--- src/rtl/cpu_pkg.sv ---
// cpu_pkg: shared constants for the accumulator CPU (widths, opcodes, ALU ops).
package cpu_pkg;
  localparam int DEF_DATA_W = 8;
  localparam int DEF_DEPTH = 8;
  localparam logic [2:0] OP_ADD = 3'd0;
  localparam logic [2:0] OP_LOAD = 3'd1;
  localparam logic [2:0] OP_STORE = 3'd2;
  localparam logic [2:0] OP_CALL = 3'd3;
  localparam logic [2:0] OP_RET = 3'd4;
  localparam logic [2:0] ALU_PASS = 3'd3;
endpackage

--- src/rtl/stack_regfile.sv ---
// stack_regfile: DEPTH x DATA_W array, synchronous write, combinational read.
module stack_regfile
  import cpu_pkg::*;
#(
  parameter int DATA_W = DEF_DATA_W,
  parameter int DEPTH = DEF_DEPTH,
  parameter int AW = $clog2(DEPTH)
) (
  input  logic              clk,
  input  logic              we,
  input  logic [AW-1:0]     waddr,
  input  logic [DATA_W-1:0] wdata,
  input  logic [AW-1:0]     raddr,
  output logic [DATA_W-1:0] rdata
);
  logic [DATA_W-1:0] mem [DEPTH];
  always_ff @(posedge clk)
    if (we) mem[waddr] <= wdata;
  assign rdata = mem[raddr];
endmodule

--- src/rtl/return_stack.sv ---
// return_stack: LIFO of return addresses with edge-detected push/pop strobes and sticky error flags.
module return_stack
  import cpu_pkg::*;
#(
  parameter int DATA_W = DEF_DATA_W,
  parameter int DEPTH = DEF_DEPTH,
  parameter int PTR_W = $clog2(DEPTH) + 1
) (
  input  logic              clk,
  input  logic              rst,
  input  logic              stack_write,
  input  logic              stack_read,
  input  logic [DATA_W-1:0] bus_in,
  input  logic              err_clr,
  output logic [DATA_W-1:0] stack_out,
  output logic              out_en,
  output logic              full,
  output logic              empty,
  output logic              overflow,
  output logic              underflow,
  output logic [PTR_W-1:0]  sp
);
  localparam int AW = $clog2(DEPTH);
  logic wr_d, rd_d, push_ev, pop_ev, inc, dec, we, ov_set, un_set;
  logic [AW-1:0] sp_idx, top_idx, waddr;
  logic [DATA_W-1:0] rdata;
  assign push_ev = stack_write & ~wr_d;
  assign pop_ev = stack_read & ~rd_d;
  assign full = sp == PTR_W'(DEPTH);
  assign empty = sp == '0;
  assign out_en = stack_read & rd_d;
  assign sp_idx = sp[AW-1:0];
  assign top_idx = sp_idx - AW'(1);
  // a combined push+pop on a non-empty stack swaps the top entry in place
  assign we = push_ev & (pop_ev | ~full);
  assign waddr = (pop_ev & ~empty) ? top_idx : sp_idx;
  assign inc = push_ev & (pop_ev ? empty : ~full);
  assign dec = pop_ev & ~push_ev & ~empty;
  assign ov_set = push_ev & ~pop_ev & full;
  assign un_set = pop_ev & empty;
  stack_regfile #(.DATA_W(DATA_W), .DEPTH(DEPTH)) u_rf (
    .clk(clk), .we(we), .waddr(waddr), .wdata(bus_in), .raddr(top_idx), .rdata(rdata)
  );
  always_ff @(posedge clk) begin
    if (rst) begin
      sp <= '0;
      stack_out <= '0;
      overflow <= 1'b0;
      underflow <= 1'b0;
      wr_d <= 1'b0;
      rd_d <= 1'b0;
    end else begin
      wr_d <= stack_write;
      rd_d <= stack_read;
      sp <= inc ? sp + PTR_W'(1) : dec ? sp - PTR_W'(1) : sp;
      stack_out <= pop_ev ? (empty ? '0 : rdata) : stack_out;
      overflow <= ov_set | (overflow & ~err_clr);
      underflow <= un_set | (underflow & ~err_clr);
    end
  end
endmodule

--- config.mk ---
export PLATFORM = sky130hd
export DESIGN_NAME = return_stack
export DESIGN_NICKNAME = d
export VERILOG_FILES = /design/src/rtl/cpu_pkg.sv /design/src/rtl/stack_regfile.sv /design/src/rtl/return_stack.sv
export SDC_FILE = /design/constraint.sdc
export NUM_CORES = 1
export LEC_CHECK = 0
export ABC_AREA = 1
export CAP_MARGIN = 15
export CORE_MARGIN = 3
export CORE_UTILIZATION = 35
export DETAILED_ROUTE_END_ITERATION = 12
export PLACE_DENSITY_LB_ADDON = 0.25
export SLEW_MARGIN = 20
export SYNTH_ARGS = -nofsm -noshare
export SYNTH_HDL_FRONTEND = slang
export SYNTH_HIERARCHICAL = 1
export SYNTH_SLANG_ARGS = --single-unit
export TNS_END_PERCENT = 100
--- constraint.sdc ---
create_clock -name clk -period 3 [get_ports clk]
set_input_delay 0.6 -clock clk [delete_from_list [all_inputs] [get_ports clk]]
set_output_delay 0.6 -clock clk [all_outputs]
set_load 0.02 [all_outputs]
==> metrics.log <==
INFO  metric place_worst_setup_slack = 0.2000 ns
INFO  metric timing.critical_path.to_type = output pin
INFO  metric clock_skew = 0.009851 ns
INFO  metric p_leak = 1.978 nW
INFO  metric clock_latency = 0.36 ns
INFO  metric critical_path.most_common_cell = sky130_fd_sc_hd__inv_1
INFO  metric synth_cell_type_count = 23
INFO  metric final.setup.tns = 0 ns
INFO  metric synthMuxAreaShare = 0%
INFO  metric critPathRequiredTime = 2.40 ns
INFO  metric avgSynthCellArea = 9.099 sq um
INFO  metric die_area = 11,880 sq um
INFO  metric postRouteWirelength = 7.964 mm
INFO  metric gr-max-usage-layer = met2
INFO  metric syn_area = 3712 sq um
INFO  metric drt-wirelength-per-cell = 13.50 um
INFO  metric yosys_warnings = 6
INFO  metric hold_path_class = reg2reg
INFO  metric gpl.final_weighted_congestion = 0.8148
INFO  metric final.period_utilization = 82.75%
INFO  metric max_slew_margin = 41.92%
INFO  metric synthToLayoutAreaGrowth = 17.69%
INFO  metric critical_path.startpoint_type = flop
INFO  metric filler_cell_count = 983
INFO  metric drt_pass1_iterations = 6
INFO  metric timing.final.hold_violations = 0
INFO  metric drive_gt1_share = 10.28%
INFO  metric crit_fanout = 6
INFO  metric total_number_of_vias = 2,614
INFO  metric grtUsageTotal = 14.73%
INFO  metric cts_tree = built
INFO  metric worst-setup-path-type = reg2out
INFO  metric detailedRoute.firstIterationViolations = 139
INFO  metric cts_setup_buffers = 0
INFO  metric tightest_slew = 0.8680 ns
INFO  metric num_rows = 36
INFO  metric drv_slew = 0
INFO  metric worst_slack = 0.5176 ns
INFO  metric vdd_drop_max = 451.0 uV
INFO  metric ys_top_cells_by_area = sky130_fd_sc_hd__edfxtp_1 52%, sky130_fd_sc_hd__nand2_1 14%, sky130_fd_sc_hd__dfxtp_1 8.6%, sky130_fd_sc_hd__inv_1 8.0%, sky130_fd_sc_hd__nand3_1 4.9%
INFO  metric outcome = complete, no violations
INFO  metric clock.fmax = 402.8 MHz
INFO  metric synth_top_family_by_area = simple AND/OR/NAND/NOR gates
INFO  metric mappedNetlistNets = 425
INFO  metric post_cts_resized = 0
INFO  metric ys_ff_latch = 80
INFO  metric design.portCount = 30
INFO  metric synthAdderAreaFrac = 1.550%
INFO  metric synth-simple-area-share = 23.12%
INFO  metric cap_violations = 0
INFO  metric largest_delay_contributor_family_on_the_critical_path = buffers and inverters
INFO  metric first_global_vias = 2,603
INFO  metric htreeDepth = 3
INFO  metric sequential_cell_area_fraction_in_the_yosys_report = 60.40%
INFO  metric final_antenna_net_count = 0
INFO  metric synth-xor-area-share = 0.7078%
INFO  metric drt-vias-per-instance = 4.431
INFO  metric compound_cell_area_share_of_the_yosys_netlist = 2.157%
INFO  metric grt_use_met1 = 18.74%
INFO  metric cts_num_sinks = 80
INFO  metric cpMaxStageDelayCell = sky130_fd_sc_hd__clkdlybuf4s50_1
INFO  metric dieHeight = 109.0 um
INFO  metric initial_utilization = 36.96%
INFO  metric nets = 469
INFO  metric cts-root-to-sink-buffers = 2
INFO  metric highest_count_cells_in_the_layout_ignoring_fill_and_taps = 142 x sky130_fd_sc_hd__nand2_1, 79 x sky130_fd_sc_hd__inv_1, 64 x sky130_fd_sc_hd__edfxtp_1, 36 x sky130_fd_sc_hd__nand3_1, 29 x sky130_fd_sc_hd__clkdlybuf4s50_1
INFO  metric insertedDiodeCount = 0
INFO  metric gr-total-overflow = 0
INFO  metric yosys.area.top_type_share = 51.77%
INFO  metric cts_hold_repair.buffers = 0
INFO  metric yosysTopAreaCell = sky130_fd_sc_hd__edfxtp_1
INFO  metric rsz0062_at_grt = no
INFO  metric final_area = 4369 sq um
INFO  metric critical_path_buf_inv_count = 3
INFO  metric grt_antenna_before_repair = 0
INFO  metric worst_path_cell_chain = inv_1 -> ha_1 -> nand3_2 -> inv_1 -> clkdlybuf4s50_1
INFO  metric count_of_final_setup_violators = 0
INFO  metric utilization = 43.50%
INFO  metric cts.root.buffer_cell = sky130_fd_sc_hd__clkbuf_8
INFO  metric grt_use_met2 = 23.99%
INFO  metric io_buffer_count = 29
INFO  metric die-width = 109.0 um
INFO  metric final_hpwl_from_detailed_placement = 5.390 mm
INFO  metric placeableCoreArea = 10,040 sq um
INFO  metric largest_net_degree_at_the_start_of_global_routing = 36
INFO  metric layout_commonest_cell = sky130_fd_sc_hd__nand2_1
INFO  metric grtUsageMet3 = 3.079%
INFO  metric clk_pin_slew_worst_paths = 0.07 ns
INFO  metric power-per-cell-area = 758.1 nW/um^2
INFO  metric post_synth_inst_count = 408
INFO  metric drcViolationCount = 0
INFO  metric cts_buffers = 9
INFO  metric global_route_wire_length_before_repair = 12.94 mm
INFO  metric min_clock_period_post_route = 2.482 ns
INFO  metric dpl-instance-area = 4182 sq um
INFO  metric cp_slowest_stage_delay = 0.60 ns
INFO  metric arrival = 1.88 ns
[worst min-delay path, delay by kind of cell (launching register included)]
| family | cells | cell delay (ns) |
|---|---|---|
| flip-flops | 1 | 0.31 |
| AND/OR/NAND/NOR | 1 | 0.06 |
| AO/OA/AOI/OAI | 1 | 0.05 |
[synthesized netlist by cell type]
master	n
sky130_fd_sc_hd__nor2_1	19
sky130_fd_sc_hd__inv_2	8
sky130_fd_sc_hd__buf_4	3
sky130_fd_sc_hd__nand3_2	3
sky130_fd_sc_hd__nor2_2	1
sky130_fd_sc_hd__a21oi_1	12
sky130_fd_sc_hd__buf_2	2
sky130_fd_sc_hd__nand2_4	1
sky130_fd_sc_hd__inv_1	79
sky130_fd_sc_hd__dfxtp_1	16
sky130_fd_sc_hd__edfxtp_1	64
sky130_fd_sc_hd__inv_4	1
sky130_fd_sc_hd__buf_6	7
sky130_fd_sc_hd__nand2_2	1
sky130_fd_sc_hd__xnor2_1	1
sky130_fd_sc_hd__o21ai_0	4
sky130_fd_sc_hd__nor2_8	1
sky130_fd_sc_hd__nand3_1	36
sky130_fd_sc_hd__ha_1	3
sky130_fd_sc_hd__clkbuf_1	1
sky130_fd_sc_hd__xor2_1	2
sky130_fd_sc_hd__nand2_1	142
sky130_fd_sc_hd__fa_1	1
[final timing paths]
path                        from                        to  slack, ns  cells after the start
max           sp[0]$_SDFFE_PP0P_                     empty       0.52                      5
min          overflow$_SDFF_PP0_       overflow$_SDFF_PP0_       0.47                      2
max reg2reg   sp[0]$_SDFFE_PP0P_  u_rf/mem[1][7]$_DFFE_PP_       0.59                      9
min reg2reg  overflow$_SDFF_PP0_       overflow$_SDFF_PP0_       0.47                      2
[state kept, by name, summed over array words and instances (netlist names)]
| signal | flops |
|---|---|
| overflow | 1 |
| rd_d | 1 |
| sp | 4 |
| stack_out | 8 |
| u_rf/mem | 64 |
| underflow | 1 |
| wr_d | 1 |
[per-layer routing]
layer	up-vias	part of all wire, %	wire (um)
met3	14	3.9	307
met1	1210	46	3657
li1	1343	-	-
met2	47	48	3825
met4	0	2.2	174
met5	-	0	0
[through the flow]
| step | instances | power, mW | hold slack [ns] |
|---|---|---|---|
| final | 590 | 3.312 | 0.4697 |
| after global routing | 590 | 3.552 | 0.4926 |
| after CTS | 590 | 3.348 | 0.4694 |
| after detailed placement | 574 | 2.577 | 0.4589 |
| after global placement | 574 | 2.571 | 0.4581 |
| after floorplan | 408 | 2.205 | 0.5039 |
[cells by family after synthesis]
logic type / count (synthesis)
AND/OR/NAND/NOR: 204
buffers and inverters: 101
flip-flops: 80
AO/OA/AOI/OAI: 16
adder cells (fa/ha/maj): 4
XOR/XNOR: 3
[final cells by class]
type	count	area, sq um	share of cell area, %
Sequential cell	80	2242	51.32
Multi-Input combinational cell	227	1022	23.40
Timing Repair Buffer	46	417.9	9.565
Inverter	88	332.8	7.617
Tap cell	133	166.4	3.809
Clock buffer	11	131.4	3.007
Clock inverter	5	56.30	1.289
[power by group]
group | switching [mW] | internal, mW | total [mW]
Combinational | 0.752 | 0.411 | 1.16
Clock | 0.386 | 0.384 | 0.771
Sequential | 0.0522 | 1.33 | 1.38
Total | 1.19 | 2.12 | 3.31
(Power assumes the default switching activity.)
